**config.mk**
```make
export PLATFORM = sky130hd
export DESIGN_NAME = array_stream_loader_flat
export DESIGN_NICKNAME = d
export VERILOG_FILES = /design/src/rtl/array_stream_loader_if.sv /design/src/rtl/array_stream_loader.sv /design/src/flat_wrapper.sv
export SDC_FILE = /design/constraint.sdc
export NUM_CORES = 1
export LEC_CHECK = 0
export BUFFER_PORTS_ARGS = -buffer_cell sky130_fd_sc_hd__buf_2
export CAP_MARGIN = 15
export CORE_UTILIZATION = 52
export CTS_CLUSTER_SIZE = 30
export DETAILED_ROUTE_END_ITERATION = 10
export GPL_TIMING_DRIVEN = 0
export PLACE_DENSITY = 0.8
export SYNTH_ARGS = -nofsm -noshare
export SYNTH_HDL_FRONTEND = slang
export SYNTH_SLANG_ARGS = --single-unit
export TNS_END_PERCENT = 1
```
**constraint.sdc**
```tcl
create_clock -name clk -period 14.5 [get_ports clk]
set_input_delay 2.175 -clock clk [delete_from_list [all_inputs] [get_ports clk]]
set_output_delay 2.175 -clock clk [all_outputs]
set_load 0.03 [all_outputs]
```
**src/rtl/array_stream_loader_if.sv**
```systemverilog
// Stream-in / array-out bundle for array_stream_loader.
// The producer and consumer side takes the master modport.
// The loader takes the slave modport.
interface array_stream_loader_if #(
  parameter int DEPTH = 10,
  parameter int WIDTH = 32
);
  localparam int IDX_W = $clog2(DEPTH + 1);

  logic                     in_valid;
  logic                     in_ready;
  logic [WIDTH-1:0]         in_data;
  logic                     in_last;
  logic                     flush;
  logic                     out_valid;
  logic                     out_ready;
  logic [DEPTH*WIDTH-1:0]   out_data;
  logic [IDX_W-1:0]         out_count;
  logic [IDX_W-1:0]         fill_idx;

  modport master (
    output in_valid, in_data, in_last, flush, out_ready,
    input  in_ready, out_valid, out_data, out_count, fill_idx
  );

  modport slave (
    input  in_valid, in_data, in_last, flush, out_ready,
    output in_ready, out_valid, out_data, out_count, fill_idx
  );
endinterface

```
**src/rtl/array_stream_loader.sv**
```systemverilog
// Serial-to-parallel array loader.
// Each accepted element goes into a DEPTH-entry array at a running index.
// A frame is presented when the array is full, or when an element arrives with in_last.
// The presented frame is held until the consumer takes it.
// All entries are cleared on handoff, so the unused tail of a short frame reads as zero.
module array_stream_loader #(
  parameter  int DEPTH = 10,
  parameter  int WIDTH = 32,
  localparam int IDX_W = $clog2(DEPTH + 1)
) (
  input logic                  clk,
  input logic                  rst,
  array_stream_loader_if.slave bus
);

  typedef enum logic [0:0] {
    ST_FILL = 1'b0,
    ST_FULL = 1'b1
  } state_t;

  localparam logic [IDX_W-1:0] LAST_IDX = IDX_W'(DEPTH - 1);

  state_t                 state_r;
  logic [IDX_W-1:0]       fill_idx_r;
  logic [IDX_W-1:0]       out_count_r;
  logic [DEPTH*WIDTH-1:0] data_r;
  logic                   in_ready_r;
  logic                   out_valid_r;

  // Accept is only ever possible in FILL.
  // in_ready_r mirrors that state, so it qualifies the write directly.
  logic accept_s;
  assign accept_s = bus.in_valid && in_ready_r;

  // Frame FSM.
  // It updates the array storage, the index and count, and the registered handshake flags.
  always_ff @(posedge clk or posedge rst) begin
    if (rst) begin
      state_r     <= ST_FILL;
      fill_idx_r  <= '0;
      out_count_r <= '0;
      data_r      <= '0;
      in_ready_r  <= 1'b1;
      out_valid_r <= 1'b0;
    end else begin
      case (state_r)
        ST_FILL: begin
          if (bus.flush) begin
            // Abort of a partial frame.
            // Flush wins over a simultaneous accept.
            fill_idx_r <= '0;
            data_r     <= '0;
          end else if (accept_s) begin
            // Index compare per entry keeps every write inside the array.
            for (int k = 0; k < DEPTH; k++) begin
              if (fill_idx_r == IDX_W'(k)) begin
                data_r[k*WIDTH +: WIDTH] <= bus.in_data;
              end
            end
            if ((fill_idx_r == LAST_IDX) || bus.in_last) begin
              out_count_r <= fill_idx_r + IDX_W'(1);
              fill_idx_r  <= '0;
              state_r     <= ST_FULL;
              in_ready_r  <= 1'b0;
              out_valid_r <= 1'b1;
            end else begin
              fill_idx_r <= fill_idx_r + IDX_W'(1);
            end
          end else begin
            fill_idx_r <= fill_idx_r;
          end
        end
        ST_FULL: begin
          // Flush is ignored here; only the consumer handshake releases the frame.
          if (out_valid_r && bus.out_ready) begin
            data_r      <= '0;
            out_count_r <= '0;
            state_r     <= ST_FILL;
            in_ready_r  <= 1'b1;
            out_valid_r <= 1'b0;
          end else begin
            state_r <= ST_FULL;
          end
        end
        default: begin
          state_r     <= ST_FILL;
          fill_idx_r  <= '0;
          out_count_r <= '0;
          data_r      <= '0;
          in_ready_r  <= 1'b1;
          out_valid_r <= 1'b0;
        end
      endcase
    end
  end

  assign bus.in_ready  = in_ready_r;
  assign bus.out_valid = out_valid_r;
  assign bus.out_data  = data_r;
  assign bus.out_count = out_count_r;
  assign bus.fill_idx  = fill_idx_r;

endmodule
```
**src/flat_wrapper.sv**
```systemverilog
// flat-port wrapper written by rule: the top's interface ports become plain ports
module array_stream_loader_flat 
#(
  parameter  int DEPTH = 10,
  parameter  int WIDTH = 32,
  localparam int IDX_W = $clog2(DEPTH + 1)
)
  (clk, rst, bus_in_valid, bus_in_data, bus_in_last, bus_flush, bus_out_ready, bus_in_ready, bus_out_valid, bus_out_data, bus_out_count, bus_fill_idx);
  array_stream_loader_if #(.DEPTH(DEPTH), .WIDTH(WIDTH)) bus_i ();
  input logic clk;
  input logic rst;
  input wire logic [$bits(bus_i.in_valid)-1:0] bus_in_valid;
  input wire logic [$bits(bus_i.in_data)-1:0] bus_in_data;
  input wire logic [$bits(bus_i.in_last)-1:0] bus_in_last;
  input wire logic [$bits(bus_i.flush)-1:0] bus_flush;
  input wire logic [$bits(bus_i.out_ready)-1:0] bus_out_ready;
  output wire logic [$bits(bus_i.in_ready)-1:0] bus_in_ready;
  output wire logic [$bits(bus_i.out_valid)-1:0] bus_out_valid;
  output wire logic [$bits(bus_i.out_data)-1:0] bus_out_data;
  output wire logic [$bits(bus_i.out_count)-1:0] bus_out_count;
  output wire logic [$bits(bus_i.fill_idx)-1:0] bus_fill_idx;
  assign bus_i.in_valid = bus_in_valid;
  assign bus_i.in_data = bus_in_data;
  assign bus_i.in_last = bus_in_last;
  assign bus_i.flush = bus_flush;
  assign bus_i.out_ready = bus_out_ready;
  assign bus_in_ready = bus_i.in_ready;
  assign bus_out_valid = bus_i.out_valid;
  assign bus_out_data = bus_i.out_data;
  assign bus_out_count = bus_i.out_count;
  assign bus_fill_idx = bus_i.fill_idx;
  array_stream_loader #(.DEPTH(DEPTH), .WIDTH(WIDTH)) u_core (.clk(clk), .rst(rst), .bus(bus_i));
endmodule
```
==> impl_summary.txt, run 1 <==
----------------------------------------------------
[Cells and area]
  Final-layout fill cell count ... 1769
  Synthesis-to-finish area growth ... 27.50%
  Non-filler instance count after layout ... 1583
  Nets ... 1277
  Post-Route Utilization ... 67.62%
  Share of post-route cells with drive strength above 1 ... 62.35%
  Number of antenna diodes ... 0

[Setup path]
  Kind of start point of the critical path ... input pin
  Cell family contributing the most delay on the critical path ... compound AO/OA/AOI/OAI gates
  Start point of the critical path ... bus_flush
  Required time at the endpoint of the critical path ... 14.88 ns
  CP Cell Sequence ... buf_2 > nor2_1 > buf_2 > a211oi_1 > buf_2 > mux2_2
  Biggest fanout along the worst timing path ... 10
  Data arrival time at the worst-slack endpoint ... 4.51 ns
  Longest individual stage delay on the worst path ... 0.95 ns
  Register-to-register setup slack ... ~11 ns
  Slowest stage cell, crit path ... a211oi_1
  Sort of element at the end of the critical path ... register
  R2R cell count ... 6
  Launching point of the worst reg2reg path ... u_core.bus.fill_idx[1]
  Worst setup path endpoint ... u_core.bus.out_data[318]
  Setup CP Type ... input pin to register
  Capturing point of the worst reg2reg path ... u_core.bus.out_data[318]
  Stages on the worst setup path ... 6
  Most repeated library cell on the critical path ... buf_2
  CP Buf/Inv Count ... 3

[Clock network]
  Number of clock sinks seen by CTS ... approximately 330
  CTS Root Buffer Type ... clkbuf_16
  CTS H-tree depth ... 2
  Number of buffers created by CTS ... 35
  # hold bufs at CTS ... 0
  Clock Tree Buf Depth ... 3
  Quantity of gates resized following cts ... 0
  Register clock-pin slew on the reported worst setup and hold paths ... 0.06 ns
  TritonCTS clock tree ... built
  Buffer count from post-CTS setup fixing ... 0
  Clock latency on the worst-skew pair ... roughly 0.50 ns

[Timing]
  Setup skew after layout ... 0.008017 ns
  Final min period ... 4.130 ns
  Total count of hold-check failures in the final report ... 0
  Slew at the pin with the worst max-slew slack ... 1.180 ns
  Count of endpoints failing setup in the final report ... 0
  Setup repair after global routing missed its margin ... false
  Max transition margin ... 20.83%
  Post-route fraction of the period consumed by the critical path ... 28.49%
  Count of pins over their slew limit ... 0
  Peak clock frequency supported by timing ... 0.2421 GHz

[Floorplan]
  Area enclosed by the die boundary ... 25510 sq um
  Floorplan die width ... 159.7 um
  Site row count ... 57
  Die outline height ... 159.7 um
  Count of pins on the block boundary ... 368
  CORE AREA ... between 20000 and 25000 sq um
  Starting density of the core ... 53.03%

[Yosys]
  Mapped Area ... 12930 sq um
  Post-synthesis mux area share ... 27.86%
  Async set-reset flop share out of synthesis ... between 90% and 100%
  Combinational family with the most area after synthesis ... multiplexers
  Synth Instances ... 829
  Total nets after synthesis ... 871
  Dominant register cell in the synthesized netlist ... dfrtp_1
  Post-synthesis register bit count ... 331
  Fraction of synthesized cell area in xor and xnor cells ... 0.1354%
  Part of the Yosys area used for sequential elements ... 64.05%
  Synth Area in Compound Gates ... 1.935%
  Yosys synthesis warning count ... 0
  Share of synthesized cell area in full adder, half adder and majority cells ... less than 1%
  Synth Area per Inst ... 15.60 sq um
  Simple-gate share of the synthesized area ... 2.960%
  Number of enable flip-flop cells after synthesis ... 0
  Library cells used by synthesis ... 35

[Place]
  Final HPWL from detailed placement ... between 20 and 25 mm
  Number of instances in the placed design ... 1522
  Count of buffers inserted at the top-level ports ... 366
  Final estimated routing congestion in global placement ... around 0.82

[Global route]
  Antenna violations before repair ... 0
  Total routing resource utilization after global routing ... 26.39%
  Vias in the first global route ... 8863
  Wire length of the first global-routing pass ... 51.85 mm
  Maximum number of pins on one net before global-route repair ... 125
  Residual overflow from global routing ... 0

[Route]
  Vias/cell ... 5.293
  Routed WL per cell ... 20.83 um
  Remaining routing DRC violations ... 0
  Number of iterations in the first detailed-routing pass ... 6
  Initial detailed-routing violation count ... slightly above 400
  Final routed wirelength across all metal layers ... 32.97 mm
  Count of nets left with antenna violations after detail routing ... 0
  Total via count after detailed routing ... 8379

[Min path]
  Classification of the worst-slack hold path ... register to register

[Job]
  Max_cap viols ... 0

[Outcome]
  Result of the run ... finished clean

----------------------------------------------------
cell usage in the layout (no fill, tap or decap), types with 6 or more instances in the layout:
master / instances
clkbuf_8: 9
nand3b_1: 6
clkbuf_1: 41
mux2_2: 314
mux2_1: 6
buf_2: 400
and2_1: 34
dfrtp_1: 330
clkbuf_16: 37
a211oi_1: 7
inv_1: 8
clkinv_2: 6
sequential cells by signal, summed over array words and instances (netlist names):
| name | flops |
|---|---|
| u_core.bus.fill_idx | 4 |
| u_core.bus.in_ready | 1 |
| u_core.bus.out_valid | 1 |
| u_core.bus.out_count | 4 |
| u_core.state_r | 1 |
| u_core.bus.out_data | 320 |
metal layers:
metal | share of wire [%] | vias to the layer above | global-route usage, %
li1 | - | 3722 | -
met1 | 40 | 4272 | 32.48
met2 | 50 | 322 | 44.52
met3 | 7.2 | 63 | 7.377
met4 | 3.2 | 0 | 9.615
met5 | 0 | - | 0
stage by stage:
| step | hold WS (ns) | cell area (sq um) | setup TNS, ns | worst slack [ns] |
|---|---|---|---|---|
| 4_1_cts | 0.4856 | 16490 | 0 | 10.31 |
| 2_1_floorplan | 0.5784 | 12930 | 0 | 3.159 |
| 3_5_place_dp | 0.4729 | 15240 | 0 | 9.800 |
| 6_report | 0.4812 | 16490 | 0 | 10.37 |
| 3_3_place_gp | 0.4633 | 15170 | -45.05 | -0.1573 |
| 5_1_grt | 0.5098 | 16490 | 0 | 10.29 |
area by class of cell:
class	instances	area, sq um	area share, %
buffer	72	312.8	1.897
clock inverter	12	188.9	1.146
timing repair buffer	369	1894	11.49
inverter	9	41.29	0.2504
tap	324	405.4	2.458
multi-input combinational	417	4304	26.10
sequential	331	8284	50.23
clock buffer	49	1061	6.434
logic make-up (layout without fill, tap and decap cells):
family,count (synthesis),count (layout)
adder cells (fa/ha/maj),4,4
XOR/XNOR,2,2
flip-flops,331,331
AO/OA/AOI/OAI,32,32
multiplexers,320,320
buffers and inverters,81,511
AND/OR/NAND/NOR,59,59
how the worst min path moves through the flow:
stage                            startpoint                 endpoint  slack, ns  depth (start not counted)
global route        u_core.bus.out_data[92]  u_core.bus.out_data[92]       0.51                          1
global placement    u_core.bus.out_data[88]  u_core.bus.out_data[88]       0.46                          1
CTS                 u_core.bus.out_data[55]  u_core.bus.out_data[55]       0.49                          1
detailed placement  u_core.bus.out_data[55]  u_core.bus.out_data[55]       0.47                          1
floorplan               u_core.bus.in_ready      u_core.bus.in_ready       0.58                          2
finish              u_core.bus.out_data[55]  u_core.bus.out_data[55]       0.48                          1
synth_stat cells, types with 2 or more instances:
library cell	instances	share of area, %
inv_1	9	0.26
nand2_1	2	0.058
or3b_2	4	0.27
mux2_1	6	0.52
nand4b_1	3	0.20
nor2_1	2	0.058
mux2_2	314	27
o311ai_0	3	0.20
a21oi_1	3	0.12
clkbuf_1	38	1.1
o21ai_0	2	0.077
a211oi_2	4	0.39
nand3b_1	6	0.35
ha_1	4	0.39
a31oi_1	2	0.097
o31ai_1	3	0.17
and2_1	34	1.6
dfrtp_1	330	64
nand3_1	5	0.19
a211oi_1	7	0.41
buf_2	34	1.3
Power of run 1 is left out: the tool's default activity adds up to more than one toggle a clock period on the data nets, which glitch-free logic cannot reach.
==> run 2: changes to the inputs <==
--- a/config.mk
+++ b/config.mk
@@ -7,11 +7,11 @@
 export LEC_CHECK = 0
 export BUFFER_PORTS_ARGS = -buffer_cell sky130_fd_sc_hd__buf_2
 export CAP_MARGIN = 15
-export CORE_UTILIZATION = 52
+export CORE_UTILIZATION = 47
 export CTS_CLUSTER_SIZE = 30
 export DETAILED_ROUTE_END_ITERATION = 10
 export GPL_TIMING_DRIVEN = 0
-export PLACE_DENSITY = 0.8
+export PLACE_DENSITY = 0.76
 export SYNTH_ARGS = -nofsm -noshare
 export SYNTH_HDL_FRONTEND = slang
 export SYNTH_SLANG_ARGS = --single-unit
==> constraint.sdc (replaced) <==
create_clock -name clk -period 3.7 [get_ports clk]
set_input_delay 0.555 -clock clk [delete_from_list [all_inputs] [get_ports clk]]
set_output_delay 0.555 -clock clk [all_outputs]
set_load 0.03 [all_outputs]
==> impl_summary.txt, run 2 (synthesis gave the netlist of run 1 again) <==
----------------------------------------------------
[Min path]
  Classification of the worst-slack hold path ... input pin to asynchronous set/reset pin

[Clock network]
  Register clock-pin slew on the reported worst setup and hold paths ... 0.06 ns (about the same)
  Clock latency on the worst-skew pair ... 0.51 ns (about the same)
  CTS H-tree depth ... 2 (unchanged)
  Number of buffers created by CTS ... 35 (unchanged)
  TritonCTS clock tree ... built
  Clock Tree Buf Depth ... 3 (unchanged)
  CTS Root Buffer Type ... clkbuf_16
  Number of clock sinks seen by CTS ... 331 (unchanged)
  Quantity of gates resized following cts ... 0 (unchanged)
  Buffer count from post-CTS setup fixing ... 0 (unchanged)
  # hold bufs at CTS ... 0 (unchanged)

[Setup path]
  Capturing point of the worst reg2reg path ... u_core.bus.out_data[315]
  Launching point of the worst reg2reg path ... u_core.bus.fill_idx[1]
  Register-to-register setup slack ... 0.62 ns (-10.83 ns)
  Kind of start point of the critical path ... register
  Biggest fanout along the worst timing path ... 10 (unchanged)
  Sort of element at the end of the critical path ... register
  Data arrival time at the worst-slack endpoint ... 3.46 ns (-1.05 ns)
  CP Cell Sequence ... inv_1 > ha_1 > nand3b_1 > a211oi_1 > buf_2 > mux2_2
  Required time at the endpoint of the critical path ... 4.08 ns (-10.80 ns)
  R2R cell count ... 6 (unchanged)
  Longest individual stage delay on the worst path ... 1.05 ns (+0.10 ns)
  Setup CP Type ... register to register
  Slowest stage cell, crit path ... a211oi_1

[Cells and area]
  Post-Route Utilization ... 61.62% (-6.0 points)
  Share of post-route cells with drive strength above 1 ... 62.37% (about the same)
  Top library cells by usage in the layout, fill and taps aside ... 400 x buf_2, 330 x dfrtp_1, 314 x mux2_2, 43 x clkbuf_1, 37 x clkbuf_16
  Number of antenna diodes ... 0 (unchanged)
  Nets ... 1283 (+0.47%)
  Most common cell after layout, fill and taps aside ... buf_2
  Final-layout fill cell count ... 2120 (+20%)
  Synthesis-to-finish area growth ... 28.39%
  Flip-flop count of the largest register, all copies and words added ... 320 (unchanged)

[Timing]
  Peak clock frequency supported by timing ... 0.3248 GHz
  Total count of hold-check failures in the final report ... 0 (unchanged)
  Count of pins over their slew limit ... 0 (unchanged)
  Post-route fraction of the period consumed by the critical path ... 83.21%
  Hold slack final ... 0.1356 ns (-0.3456 ns)
  Setup skew after layout ... 0.01294 ns (+0.004920 ns)
  Count of endpoints failing setup in the final report ... 0 (unchanged)
  Slew at the pin with the worst max-slew slack ... 1.162 ns (-0.01834 ns)
  Max transition margin ... 22.06% (+1.2 points)
  Final min period ... 3.079 ns
  Setup repair after global routing missed its margin ... false

[Floorplan]
  Site row count ... 60 (+5.3%)
  Count of pins on the block boundary ... 368 (unchanged)
  Area enclosed by the die boundary ... 28190 sq um (+11%)
  Die outline height ... 167.9 um (+5.1%)
  Starting density of the core ... 47.99% (-5.0 points)
  CORE AREA ... 26950 sq um (+10%)
  Floorplan die width ... 167.9 um (+5.1%)

[Route]
  Routed WL per cell ... 21.02 um (+0.93%)
  Remaining routing DRC violations ... 0 (unchanged)
  Vias/cell ... 5.220 (-1.4%)
  Sum of routed wire segments on met1 ... 13.69 mm (+4.9%)
  Detail Route met2 WL ... 16.80 mm (+1.9%)
  Number of iterations in the first detailed-routing pass ... 4 (-2)
  Detailed-routed wire length on met3 ... 2.168 mm (-8.4%)
  Initial detailed-routing violation count ... 337 (-17%)
  Highest metal layer with signal wires ... met4
  Total via count after detailed routing ... 8384 (+0.060%)
  Count of nets left with antenna violations after detail routing ... 0 (unchanged)
  Final routed wirelength across all metal layers ... 33.76 mm (+2.4%)

[Global route]
  Wire length of the first global-routing pass ... 51.96 mm (+0.21%)
  Vias in the first global route ... 8708 (-1.7%)
  Antenna violations before repair ... 0 (unchanged)
  Total routing resource utilization after global routing ... 24.10% (-2.3 points)
  Maximum number of pins on one net before global-route repair ... 46 (-63%)
  Residual overflow from global routing ... 0 (unchanged)

[Job]
  Max_cap viols ... 0 (unchanged)

[Place]
  Final HPWL from detailed placement ... 23.73 mm (+3.1%)
  Count of buffers inserted at the top-level ports ... 366 (unchanged)
  Final estimated routing congestion in global placement ... 0.8130 (-0.40%)

[Outcome]
  Result of the run ... finished clean

----------------------------------------------------
-- run 2: changes by cell type in the layout (fill, tap and decap cells not counted) --
cell,delta
buf_12,+8
clkinv_2,-3
inv_8,-1
clkbuf_8,-1
clkinvlp_4,+4
clkbuf_1,+2
inv_6,-1
buf_16,-2
-- run 2: stage by stage --
stage                     std cells  worst slack (ns)  area (sq um)  setup TNS [ns]
after floorplan                 829            -1.275         12940         -420.77
after global placement         1536            -3.094         15200        -1012.33
after detailed placement       1545            0.5976         15360               0
after CTS                      1606            0.5757         16610               0
after global routing           1606            0.4345         16610               0
final                          1606            0.6213         16610               0
-- run 2: cell type report --
class | instances | area, sq um | area share (%)
clock buffers | 50 | 1055 | 6.351
well taps | 341 | 426.7 | 2.569
multi-input cells | 417 | 4304 | 25.92
flip-flops and latches | 331 | 8284 | 49.88
inverters | 9 | 37.54 | 0.2260
plain buffers | 72 | 312.8 | 1.884
repair buffers | 375 | 1999 | 12.04
clock inverters | 11 | 187.7 | 1.130
-- run 2: critical path: cells and delay by family, from the launching register on --
| family | cells | cell delay (ns) |
|---|---|---|
| buffers and inverters | 2 | 0.57 |
| DFF | 1 | 0.45 |
| AOI/OAI and AO/OA | 1 | 1.05 |
| muxes | 1 | 0.38 |
| adders and majority gates | 1 | 0.20 |
| and+or+nand+nor | 1 | 0.30 |
-- run 2: per-layer routing --
| layer | global-route usage, % | vias to the layer above |
|---|---|---|
| met5 | 0 | - |
| met4 | 8.895 | 0 |
| met3 | 6.347 | 70 |
| met2 | 40.85 | 288 |
| met1 | 29.67 | 4305 |
| li1 | - | 3721 |
-- run 2: worst max-delay path by stage --
stage                            from                  endpoint  slack (ns)  cells past startpoint
2_1_floorplan                     rst    u_core.bus.fill_idx[0]       -1.27                      1
3_3_place_gp                      rst  u_core.bus.out_data[100]       -3.09                      2
3_5_place_dp   u_core.bus.fill_idx[1]  u_core.bus.out_data[290]        0.60                      6
4_1_cts        u_core.bus.fill_idx[1]  u_core.bus.out_data[315]        0.58                      6
5_1_grt        u_core.bus.fill_idx[1]  u_core.bus.out_data[290]        0.43                      6
6_report       u_core.bus.fill_idx[1]  u_core.bus.out_data[315]        0.62                      6
Power of run 2 is left out for the same reason.
==> run 3: changes to the inputs <==
--- a/config.mk
+++ b/config.mk
@@ -7,11 +7,11 @@
 export LEC_CHECK = 0
 export BUFFER_PORTS_ARGS = -buffer_cell sky130_fd_sc_hd__buf_2
 export CAP_MARGIN = 15
-export CORE_UTILIZATION = 47
+export CORE_UTILIZATION = 52
 export CTS_CLUSTER_SIZE = 30
 export DETAILED_ROUTE_END_ITERATION = 10
 export GPL_TIMING_DRIVEN = 0
-export PLACE_DENSITY = 0.76
+export PLACE_DENSITY = 0.8
 export SYNTH_ARGS = -nofsm -noshare
 export SYNTH_HDL_FRONTEND = slang
 export SYNTH_SLANG_ARGS = --single-unit
==> constraint.sdc (replaced) <==
create_clock -name clk -period 3.2 [get_ports clk]
set_input_delay 0.48 -clock clk [delete_from_list [all_inputs] [get_ports clk]]
set_output_delay 0.48 -clock clk [all_outputs]
set_load 0.03 [all_outputs]
==> impl_summary.txt, run 3 (synthesis gave the netlist of run 1 again) <==
----------------------------------------------------
[Timing]
  Post-route fraction of the period consumed by the critical path ... 92.75% (+9.5 points)
  Setup skew after layout ... 0.01442 ns (+0.001487 ns)
  Setup repair after global routing missed its margin ... false
  Count of endpoints failing setup in the final report ... 0 (unchanged)
  Count of pins over their slew limit ... 0 (unchanged)
  Slew at the pin with the worst max-slew slack ... 0.9881 ns (-0.1739 ns)
  Max transition margin ... 33.73% (+12 points)
  Summed negative setup slack over all endpoints ... 0 ns (unchanged)
  Total count of hold-check failures in the final report ... 0 (unchanged)
  Peak clock frequency supported by timing ... 0.3369 GHz (+3.7%)
  Hold slack final ... 0.09440 ns (-0.04120 ns)
  Final min period ... 2.968 ns (-0.1107 ns)

[Global route]
  Maximum number of pins on one net before global-route repair ... 44 (-4.3%)
  Vias in the first global route ... 8711 (+0.034%)
  Total routing resource utilization after global routing ... 26.26% (+2.2 points)
  Antenna violations before repair ... 0 (unchanged)
  Wire length of the first global-routing pass ... 51.56 mm (-0.77%)
  Residual overflow from global routing ... 0 (unchanged)

[Clock network]
  TritonCTS clock tree ... built
  Register clock-pin slew on the reported worst setup and hold paths ... 0.06 ns (about the same)
  Number of clock sinks seen by CTS ... 331 (unchanged)
  CTS H-tree depth ... 2 (unchanged)
  # hold bufs at CTS ... 0 (unchanged)
  Number of buffers created by CTS ... 35 (unchanged)
  Clock latency on the worst-skew pair ... 0.51 ns (about the same)
  Buffer count from post-CTS setup fixing ... 0 (unchanged)
  Clock Tree Buf Depth ... 3 (unchanged)
  Quantity of gates resized following cts ... 0 (unchanged)
  CTS Root Buffer Type ... clkbuf_16

[Cells and area]
  Sequential standard cell area ... 8284 sq um (unchanged)
  Top library cells by usage in the layout, fill and taps aside ... 400 x buf_2, 330 x dfrtp_1, 314 x mux2_2, 42 x clkbuf_1, 37 x clkbuf_16
  Most common cell after layout, fill and taps aside ... buf_2
  Flip-flop count of the largest register, all copies and words added ... 320 (unchanged)
  Nets ... 1285 (+0.16%)
  Synthesis-to-finish area growth ... 27.45%
  Area of the multi-input gates ... 4304 sq um (unchanged)
  Final-layout fill cell count ... 1770 (-17%)
  Share of post-route cells with drive strength above 1 ... 62.39% (about the same)

[Floorplan]
  Floorplan die width ... 159.7 um (-4.9%)
  CORE AREA ... 24390 sq um (-9.5%)
  Starting density of the core ... 53.03% (+5.0 points)
  Site row count ... 57 (-5.0%)
  Die outline height ... 159.7 um (-4.9%)
  Area enclosed by the die boundary ... 25510 sq um (-9.5%)
  Count of pins on the block boundary ... 368 (unchanged)

[Route]
  Initial detailed-routing violation count ... 454 (+35%)
  Count of nets left with antenna violations after detail routing ... 0 (unchanged)
  Number of iterations in the first detailed-routing pass ... 4 (unchanged)
  Final routed wirelength across all metal layers ... 32.93 mm (-2.4%)
  Vias/cell ... 5.260 (+0.76%)
  Remaining routing DRC violations ... 0 (unchanged)
  Routed WL per cell ... 20.74 um (-1.3%)
  Total via count after detailed routing ... 8353 (-0.37%)

[Place]
  Final estimated routing congestion in global placement ... 0.7950 (-2.2%)
  Final HPWL from detailed placement ... 23.46 mm (-1.1%)
  Count of buffers inserted at the top-level ports ... 366 (unchanged)

[Setup path]
  Register-to-register setup slack ... 0.23 ns (-0.39 ns)
  CP Cell Sequence ... inv_1 > ha_1 > or3b_2 > a211oi_1 > buf_2 > mux2_2
  Worst setup path endpoint ... u_core.bus.out_data[28]
  Kind of start point of the critical path ... register
  Start point of the critical path ... u_core.bus.fill_idx[0]
  Sort of element at the end of the critical path ... register
  Required time at the endpoint of the critical path ... 3.57 ns (-0.51 ns)
  Capturing point of the worst reg2reg path ... u_core.bus.out_data[28]
  R2R cell count ... 6 (unchanged)
  Biggest fanout along the worst timing path ... 10 (unchanged)
  Data arrival time at the worst-slack endpoint ... 3.34 ns (-0.12 ns)
  Launching point of the worst reg2reg path ... u_core.bus.fill_idx[0]
  Setup CP Type ... register to register
  Slowest stage cell, crit path ... a211oi_1
  Longest individual stage delay on the worst path ... 0.74 ns (-0.31 ns)

[Min path]
  Classification of the worst-slack hold path ... input pin to asynchronous set/reset pin

[Outcome]
  Result of the run ... finished clean

[Job]
  Max_cap viols ... 0 (unchanged)

----------------------------------------------------
run 3: changes by cell type in the layout (fill, tap and decap cells not counted):
cell        before  now
diode_2          0    1
clkbuf_4         0    2
clkinvlp_4       4    1
bufinv_16        5    1
clkbuf_1        43   42
clkbuf_8         8    9
clkinv_2         3    6
run 3: worst min path at each step:
stage	end	startpoint
finish	u_core.bus.out_data[54]	rst
global route	u_core.bus.out_data[54]	rst
CTS	u_core.bus.out_data[23]	rst
detailed placement	u_core.bus.out_data[121]	u_core.bus.out_data[121]
global placement	u_core.bus.out_data[55]	u_core.bus.out_data[55]
floorplan	u_core.bus.in_ready	u_core.bus.in_ready
run 3: layout make-up:
cell class                 instances  share of cell area [%]
antenna                            1                 0.01518
buffer                            72                   1.897
clock buffer                      50                   6.459
clock inverter                     7                  0.3643
inverter                           9                  0.2277
multi-input combinational        417                   26.11
sequential                       331                   50.25
tap                              324                   2.459
timing repair buffer             377                   12.22
run 3: stage by stage:
step | utilization (%) | instances | cell area (sq um) | setup slack, ns
5_1_grt | 67.58 | 1587 | 16480 | 0.1005
4_1_cts | 67.52 | 1585 | 16470 | 0.2003
3_3_place_gp | 62.22 | 1519 | 15180 | -3.451
3_5_place_dp | 62.91 | 1528 | 15340 | 0.2233
2_1_floorplan | - | 829 | 12940 | -1.700
6_report | 67.59 | 1588 | 16490 | 0.2320
run 3: worst max-delay path: cells and delay by family (launching register included):
kind | cells | cell delay, ns
AOI/OAI and AO/OA | 1 | 0.74
buffers and inverters | 2 | 0.57
and+or+nand+nor | 1 | 0.47
DFF | 1 | 0.46
muxes | 1 | 0.38
adders and majority gates | 1 | 0.21
run 3: layer usage:
| layer | up-vias | wire [um] | track usage [%] |
|---|---|---|---|
| li1 | 3723 | - | - |
| met1 | 4251 | 13150 | 33.01 |
| met2 | 309 | 16390 | 44.05 |
| met3 | 70 | 2300 | 6.909 |
| met4 | 0 | 1096 | 9.135 |
| met5 | - | 0 | 0 |
Power of run 3 is left out for the same reason.
